`src/rtl/sme_pkg.sv`:
```
// Shared types and helpers for the domain-oriented masked gate.
// The guard-word index is shared by the top and the bench-facing ports.
package sme_pkg;

   typedef enum logic [1:0] {
      SME_AND  = 2'd0,
      SME_OR   = 2'd1,
      SME_XOR  = 2'd2,
      SME_ANDN = 2'd3
   } sme_dom_op_t;

   typedef enum logic [1:0] {
      ST_IDLE,
      ST_MUL,
      ST_CMP,
      ST_DONE
   } sme_dom_st_t;

   function automatic int rmax(input int d);
      return d * (d - 1) / 2;
   endfunction

   function automatic int gidx(input int s, input int p);
      int lo;
      int hi;
      lo = (s < p) ? s : p;
      hi = (s < p) ? p : s;
      return lo + hi * (hi - 1) / 2;
   endfunction

endpackage

```
`src/rtl/sme_dom_gate_row.sv`:
```
// One share row: D registered product terms and a registered
// compression of those terms into the row's output share.
module sme_dom_gate_row
   import sme_pkg::*;
#(
   parameter int D = 3,
   parameter int N = 32,
   parameter int S = 0
) (
   input  logic                  g_clk,
   input  logic                  g_reset,
   input  logic                  clr_term,
   input  logic                  clr_out,
   input  logic                  ld_term,
   input  logic                  ld_out,
   input  logic                  xor_mode,
   input  logic                  inv_out,
   input  logic [N-1:0]          x,
   input  logic [D-1:0][N-1:0]   y,
   input  logic [D-1:0][N-1:0]   g,
   output logic [N-1:0]          rd_s
);

   logic [D-1:0][N-1:0] term_d;
   logic [D-1:0][N-1:0] term_q;
   logic [N-1:0]        sum;

   // g[S] is tied to zero by the top, so the diagonal term stays unguarded
   always_comb begin
      term_d = '0;
      for (int p = 0; p < D; p++) begin
         if (xor_mode) begin
            term_d[p] = (p == S) ? (x ^ y[p]) : '0;
         end else begin
            term_d[p] = (x & y[p]) ^ g[p];
         end
      end
   end

   always_comb begin
      sum = '0;
      for (int p = 0; p < D; p++) begin
         sum = sum ^ term_q[p];
      end
      if (inv_out && (S == 0)) begin
         sum = ~sum;
      end
   end

   always_ff @(posedge g_clk) begin
      if (g_reset || clr_term) begin
         term_q <= '0;
      end else if (ld_term) begin
         term_q <= term_d;
      end
   end

   always_ff @(posedge g_clk) begin
      if (g_reset || clr_out) begin
         rd_s <= '0;
      end else if (ld_out) begin
         rd_s <= sum;
      end
   end

endmodule

```
`src/rtl/sme_dom_gate.sv`:
```
// Masked AND/OR/XOR/ANDN gate over D Boolean shares with fresh
// guard words; fixed latency and rng use regardless of operation.
module sme_dom_gate
   import sme_pkg::*;
#(
   parameter int D = 3,
   parameter int N = 32,
   localparam int RMAX = rmax(D)
) (
   input  logic                    g_clk,
   input  logic                    g_reset,
   input  logic                    flush,
   input  logic                    in_valid,
   output logic                    in_ready,
   input  sme_dom_op_t             op,
   input  logic [D-1:0][N-1:0]     rs1,
   input  logic [D-1:0][N-1:0]     rs2,
   input  logic [RMAX-1:0][N-1:0]  rng,
   input  logic                    rng_valid,
   output logic                    rng_ack,
   output logic                    rd_valid,
   input  logic                    rd_ready,
   output logic [D-1:0][N-1:0]     rd,
   output logic                    busy
);

   sme_dom_st_t state_q;
   sme_dom_st_t state_d;

   logic accept;
   logic or_q;
   logic ld_out;
   logic clr_out;

   logic [D-1:0][N-1:0]         x_pre;
   logic [D-1:0][N-1:0]         y_pre;
   logic [D-1:0][D-1:0][N-1:0]  gsel;

   always_comb begin
      state_d  = state_q;
      in_ready = 1'b0;
      unique case (state_q)
         ST_IDLE: begin
            in_ready = rng_valid && !g_reset;
            if (in_valid && rng_valid) state_d = ST_MUL;
         end
         ST_MUL:  state_d = ST_CMP;
         ST_CMP:  state_d = ST_DONE;
         ST_DONE: if (rd_ready) state_d = ST_IDLE;
      endcase
      if (flush) state_d = ST_IDLE;
   end

   assign accept   = in_valid && in_ready && !flush;
   assign rng_ack  = accept;
   assign rd_valid = (state_q == ST_DONE) && !g_reset;
   assign busy     = (state_q != ST_IDLE) && !g_reset;
   assign ld_out   = (state_q == ST_CMP);
   assign clr_out  = flush || ((state_q == ST_DONE) && rd_ready);

   always_ff @(posedge g_clk) begin
      if (g_reset) begin
         state_q <= ST_IDLE;
         or_q    <= 1'b0;
      end else begin
         state_q <= state_d;
         if (accept) or_q <= (op == SME_OR);
      end
   end

   // OR is computed as ~(~a & ~b) on share 0
   always_comb begin
      x_pre = rs1;
      y_pre = rs2;
      if (op == SME_OR) begin
         x_pre[0] = ~rs1[0];
         y_pre[0] = ~rs2[0];
      end
      if (op == SME_ANDN) begin
         y_pre[0] = ~rs2[0];
      end
   end

   always_comb begin
      gsel = '0;
      for (int s = 0; s < D; s++) begin
         for (int p = 0; p < D; p++) begin
            if (s != p) gsel[s][p] = rng[gidx(s, p)];
         end
      end
   end

   for (genvar s = 0; s < D; s++) begin : g_row
      sme_dom_gate_row #(
         .D (D),
         .N (N),
         .S (s)
      ) u_row (
         .g_clk    (g_clk),
         .g_reset  (g_reset),
         .clr_term (flush),
         .clr_out  (clr_out),
         .ld_term  (accept),
         .ld_out   (ld_out),
         .xor_mode (op == SME_XOR),
         .inv_out  (or_q),
         .x        (x_pre[s]),
         .y        (y_pre),
         .g        (gsel[s]),
         .rd_s     (rd[s])
      );
   end

endmodule

```
`config.mk`:
```
export PLATFORM = sky130hd
export DESIGN_NAME = sme_dom_gate
export DESIGN_NICKNAME = d
export VERILOG_FILES = /design/src/rtl/sme_pkg.sv /design/src/rtl/sme_dom_gate_row.sv /design/src/rtl/sme_dom_gate.sv
export SDC_FILE = /design/constraint.sdc
export NUM_CORES = 1
export LEC_CHECK = 0
export BUFFER_PORTS_ARGS = -buffer_cell sky130_fd_sc_hd__buf_2
export CAP_MARGIN = 20
export CELL_PAD_IN_SITES_DETAIL_PLACEMENT = 1
export CELL_PAD_IN_SITES_GLOBAL_PLACEMENT = 1
export CORE_ASPECT_RATIO = 0.7
export CORE_UTILIZATION = 38
export CTS_CLUSTER_SIZE = 10
export DETAILED_ROUTE_END_ITERATION = 10
export PLACE_DENSITY = 0.76
export SLEW_MARGIN = 40
export SYNTH_ARGS = -nofsm -noshare
export SYNTH_HDL_FRONTEND = slang
export SYNTH_SLANG_ARGS = --single-unit
```
`constraint.sdc`:
```
create_clock -name g_clk -period 1.6 [get_ports g_clk]
set_input_delay 0.08 -clock g_clk [delete_from_list [all_inputs] [get_ports g_clk]]
set_output_delay 0.08 -clock g_clk [all_outputs]
set_load 0.02 [all_outputs]
```
After elaboration in Yosys (flattened, before gate mapping)

Cells that the tools add are included.

Register bits: 387
Word-level logic and storage cells: 82
Input bits: 296
Output and inout port bits: 100

Reductions and logical operators: 16
Mux-type cells: 17
Bitwise gates (word level): 27
Equality and inequality tests: 8

Operators by type and width:

| kind                                                | count |
|---|---|
| bitwise XOR 32 bit                                  | 15 |
| two-way mux 32 bit                                  | 13 |
| AND 32 bit                                          | 9 |
| NOT 32 bit                                          | 3 |
| equality test 2 bit, second input constant          | 4 |
| case mux 2 bit (4 select lines)                     | 1 |
| logical AND 1 bit                                   | 7 |
| equality test 2 x 1 -> 1 bit, second input constant | 2 |
| two-way mux 2 bit                                   | 2 |
| != test 2 bit, second input constant                | 2 |
| logical OR 1 bit                                    | 3 |
| logical NOT 1 bit                                   | 2 |
| logical NOT 2 bit                                   | 1 |
| AND reduction 2 bit                                 | 1 |
| nonzero test 2 bit                                  | 1 |
| OR reduction 2 bit                                  | 1 |
| two-way mux 1 bit                                   | 1 |

Logic depth before layout (Yosys ltp)

Depth after elaboration: 6
Gate-level depth with buffers: 9
Depth with buffers taken out: 7

Cells and area by module

A second synthesis with hierarchy kept.

Cell total of the unflattened synthesis: 2,194
Area total of the unflattened synthesis: 22,643.0 um^2

Modules (own cells, without submodules):

| module                             | cells an instance | instances | sequential area each (um^2) | area an instance (um^2) |
|---|---|---|---|---|
| sme_dom_gate_row at g_row[0].u_row | 856               | 1         | 2,562.5                     | 8,196.6 |
| sme_dom_gate_row at g_row[2].u_row | 619               | 1         | 2,562.5                     | 6,707.7 |
| sme_dom_gate_row at g_row[1].u_row | 619               | 1         | 2,562.5                     | 6,705.2 |
| sme_dom_gate                       | 100               | 1         | 60.1                        | 1,033.5 |

Worst setup path after synthesis

OpenSTA, ideal clock, no wires.

Path kind: flip-flop to flip-flop
Start: register state_q[0]
End: register g_row[2].u_row.term_q[44] (netlist name)
Stages on the path, launching flop included: 8
Data required time: 1,535 ps
Clock period less this slack: 1,608 ps
Buffers on the path: 2
Path slack: -8 ps
Arrival time: 1,542 ps
Setup time: 65 ps
Cells stage by stage: dfxtp_1 inv_1 ha_1 nand3_2 clkbuf_1 clkbuf_1 a22oi_1 nor2_1

Longest elaborated chain between the ends: 4

Ends and longest elaborated chain:

| element                        | RTL line               | RTL |
|---|---|---|
| start: declaration             | sme_dom_gate.sv:27     | `sme_dom_st_t state_q;` |
| start signal: assignment       | sme_dom_gate.sv:66     | `state_q <= state_d;` |
| logical NOT 2 bit              | sme_dom_gate.sv:42     | `unique case (state_q)` |
| two-way mux 1 bit              | sme_dom_gate.sv:42     |  |
| logical AND 1 bit (2 in a row) | sme_dom_gate.sv:54     | `assign accept = in_valid && in_ready && !flush;` |
| end signal: assignment         | sme_dom_gate_row.sv:54 | `term_q <= term_d;` |
| end: declaration               | sme_dom_gate_row.sv:25 | `logic [D-1:0][N-1:0] term_q;` |

No other way between the ends.
A chain may end at the register's enable or synchronous reset.

Worst setup path after layout

Start: register state_q[0]
End: register g_row[1].u_row.term_q[91] (netlist name)

Longest elaborated chain between the ends: 4

Ends and longest elaborated chain:

| element                        | RTL line |
|---|---|
| logical NOT 2 bit              | sme_dom_gate.sv:42 |
| two-way mux 1 bit              | sme_dom_gate.sv:42 |
| logical AND 1 bit (2 in a row) | sme_dom_gate.sv:54 |
| end signal: assignment         | sme_dom_gate_row.sv:54 |
| end: declaration               | sme_dom_gate_row.sv:25 |

No other way between the ends.

==> impl_metrics.ini <==
[placed_design]
dp_cells = 4030
hpwl_um = 61800
port_buffers = 395
dpl_cell_area_sq_um = 27200
place.gp.congestion = 0.898

[sta]
rsz0062_at_grt = true
layout_setup_ws_ns = -0.192
worstMarginPinSlew_ns = 0.626
setup_viol = 206
final-hold-violation-count = 0
slew_violations = 0
slew_headroom = 0.582
whs_ns = 0.0199
period_share = 1.12
period_minus_slack_ns = 1.79
fin_skew_ns = 0.0208
fmax_mhz = 558

[finish]
multiInputGateArea_sq_um = 16800
final_core_util = 0.601
finalInstanceArea_sq_um = 36200
area_delta_synth_final_pct = 55.4
num-fill-cells = 6799
seq_area_sq_um = 7750
nNetsFinal = 4105
instances_no_fill = 4548
drive_gt1_frac = 0.291

[clocking]
clock_latency_ns = 0.59
cts_made_buffers = 46
clock-sinks = 387
clkTransAtPathRegs_ns = 0.06
clockRootBuffer = clkbuf_16
cts_buffer_depth = 3
cts_tree = done
cts_max_level = 2

[power]
leakagePower_nw = 13.5
p_per_area_nw_per_um2 = 762
power_mw = 27.6
ir_drop_mv = 0.771

[detailed_routing]
via_count = 27600
wl_per_cell_um = 27.0
drtIter0Drc = 2489
drt.antenna.violating_nets = 0
avgViaCountPerCell = 6.07
drc = 0
routed_wl_um = 123000
firstDrtPassIters = 7

[critical_path]
crit_top_cell = buf_12
crit_path_start_kind = flip-flop
criticalPathCategory = reg -> reg
crit_fanout = 15
critPathRequiredTime_ns = 2.10
ff2ff_path_depth = 10
r2r_start = state_q[0]
critPathArrivalTime_ns = 2.29
crit_chain = inv_2 > ha_4 > buf_6 > nand3_4 > buf_12 > nor2_4 > buf_12 > buf_16 > a22oi_1 > nor2_1
reg2reg_slack_ns = -0.19
critPathMaxStageDelay_ns = 0.32
cp-end-kind = flip-flop
crit_slowest_cell = dfxtp_2
r2r-end = g_row[1].u_row.term_q[91]

[floorplanning]
die_x_um = 298
ios = 396
row_count = 75
start_util = 0.387
die_y_um = 209
die_area_sq_um = 62400
core_sq_um = 60200

[grt]
grt_pass1_vias = 27800
grt_max_degree = 79
antenna_found_initial = 14
grt.overflow.total = 0
gr-usage-all-layers = 0.318
grt_pass1_wl_um = 158000

[synth]
ys_seq_elements = 387
synth.distinct_cells = 39
synthCells = 2883
synth_warnings = 0
synth-edff-count = 0
synth_seq_area_share = 0.332
async_reset_ff_frac = 0
syn-num-nets = 3278
netlist_area_sq_um = 23300
synth_flop_cell = dfxtp_1
syn_area_per_cell_sq_um = 8.09

[hold_path]
min_to = g_row[0].u_row.term_q[83]
hold_depth = 4
min_path_type = in -> reg
worstHoldStart = rs2[83]

[status]
status = complete, but fails checks
violations = negative setup slack

[flow_run]
maxCapViolCount = 0
==> critical path: cells and delay by family, from the launching register on <==
kind            cells  cell delay (ns)
buf+inv             5             0.70
fa+ha+maj           1             0.14
simple gates        3             0.41
compound gates      1             0.11
flops               1             0.32
==> power breakdown <==
part / leakage (nW) / switching [mW] / internal (mW)
Clock: 0.656 / 4.56 / 5.69
Combinational: 9.75 / 4.07 / 3.28
Sequential: 3.13 / 0.195 / 9.83
Total: 13.5 / 8.82 / 18.8
==> synth_stat cells (all sizes together), types with 20 or more instances <==
master	n	area [sq um]
nand2b	22	138
nor2	392	1470
nand3	129	651
nand3b	20	150
o31ai	38	285
or2	20	125
buf	103	510
a32oi	20	175
a22oi	95	713
o211ai	65	488
a21oi	156	781
nor3	66	330
a211oi	44	330
clkbuf	92	345
mux2	31	349
o21ai	40	200
xnor2	288	2520
mux2i	77	771
dfxtp	387	7750
nand2	408	1530
ha	99	1240
nor4bb	52	521
xor2	64	651
inv	35	131
a311oi	96	841
==> state kept, by name, summed over array words and instances, names as in the netlist <==
signal	cells
or_q	1
g_row.u_row.rd_s	96
state_q	2
g_row.u_row.term_q	288
==> cells by family after synthesis <==
kind of cell	share of synthesized area
AND/OR/NAND/NOR	0.212
AO/OA/AOI/OAI	0.176
flip-flops	0.332
XOR/XNOR	0.136
buffers and inverters	0.0423
multiplexers	0.0480
adder cells (fa/ha/maj)	0.0531
==> metal layers <==
layer  wire length (um)  GRT usage  vias up
met4               6210      0.116        6
met1              48500      0.405    13800
met5                 35          0        -
met2              57900      0.542     1497
met3              10200     0.0518      483
li1                   -          -    11800
==> per-stage QoR <==
step / setup slack, ns / TNS (ns)
2_1_floorplan: 0.00000877 / 0
3_3_place_gp: -0.114 / -8.46
3_5_place_dp: -0.224 / -27.72
4_1_cts: -0.153 / -13.89
5_1_grt: -0.254 / -26.14
6_report: -0.192 / -10.84
==> cells in the final DEF (no fill, tap or decap), types with 32 or more instances in the layout <==
master | Yosys | layout
buf_4 | 5 | 89
ha_1 | 99 | 96
buf_12 | 1 | 64
buf_6 | 1 | 36
nor3_4 | 0 | 48
nand2_1 | 408 | 402
dfxtp_1 | 387 | 384
dlygate4sd3_1 | 0 | 333
a211oi_1 | 44 | 36
nand3_1 | 128 | 110
nor4bb_1 | 52 | 52
nor2_2 | 1 | 34
a311oi_2 | 0 | 73
o21ai_1 | 40 | 36
a21oi_1 | 156 | 144
a22oi_2 | 0 | 36
xor2_1 | 52 | 50
buf_2 | 65 | 388
a22oi_1 | 95 | 59
nor2_1 | 391 | 308
nor2_4 | 0 | 50
o211ai_1 | 65 | 65
clkbuf_16 | 0 | 75
inv_1 | 34 | 32
xnor2_1 | 288 | 288
mux2i_1 | 77 | 77
==> repair_timing <==
action | 4_1_cts | 5_1_grt
pin swaps | 42 | 192
endpoints found under the setup margin | 273 | 319
endpoints found under the hold margin | 248 | 0
setup buffers | 19 | 45
gates resized for setup | 135 | 444
hold buffers | 333 | 0
cloned | 13 | 37
==> how the worst max path moves through the flow <==
stage	from	endpoint	slack, ns	cells past startpoint
CTS	state_q[0]	rng_ack	-0.15	7
finish	state_q[0]	g_row[1].u_row.term_q[91]	-0.19	10
global placement	state_q[0]	g_row[1].u_row.term_q[50]	-0.11	6
detailed placement	state_q[0]	g_row[0].u_row.term_q[15]	-0.22	6
global route	state_q[0]	g_row[1].u_row.term_q[91]	-0.25	10
floorplan	state_q[0]	g_row[0].u_row.term_q[10]	0.000009	7
==> cell type report <==
class,instances,share of cell area
diodes,13,0.000898
clock buffers,64,0.0368
clock inverters,1,0.000138
inverters,35,0.00397
multi-input cells,2266,0.465
flip-flops and latches,387,0.214
well taps,808,0.0279
repair buffers,974,0.252
(Power assumes the default switching activity.)
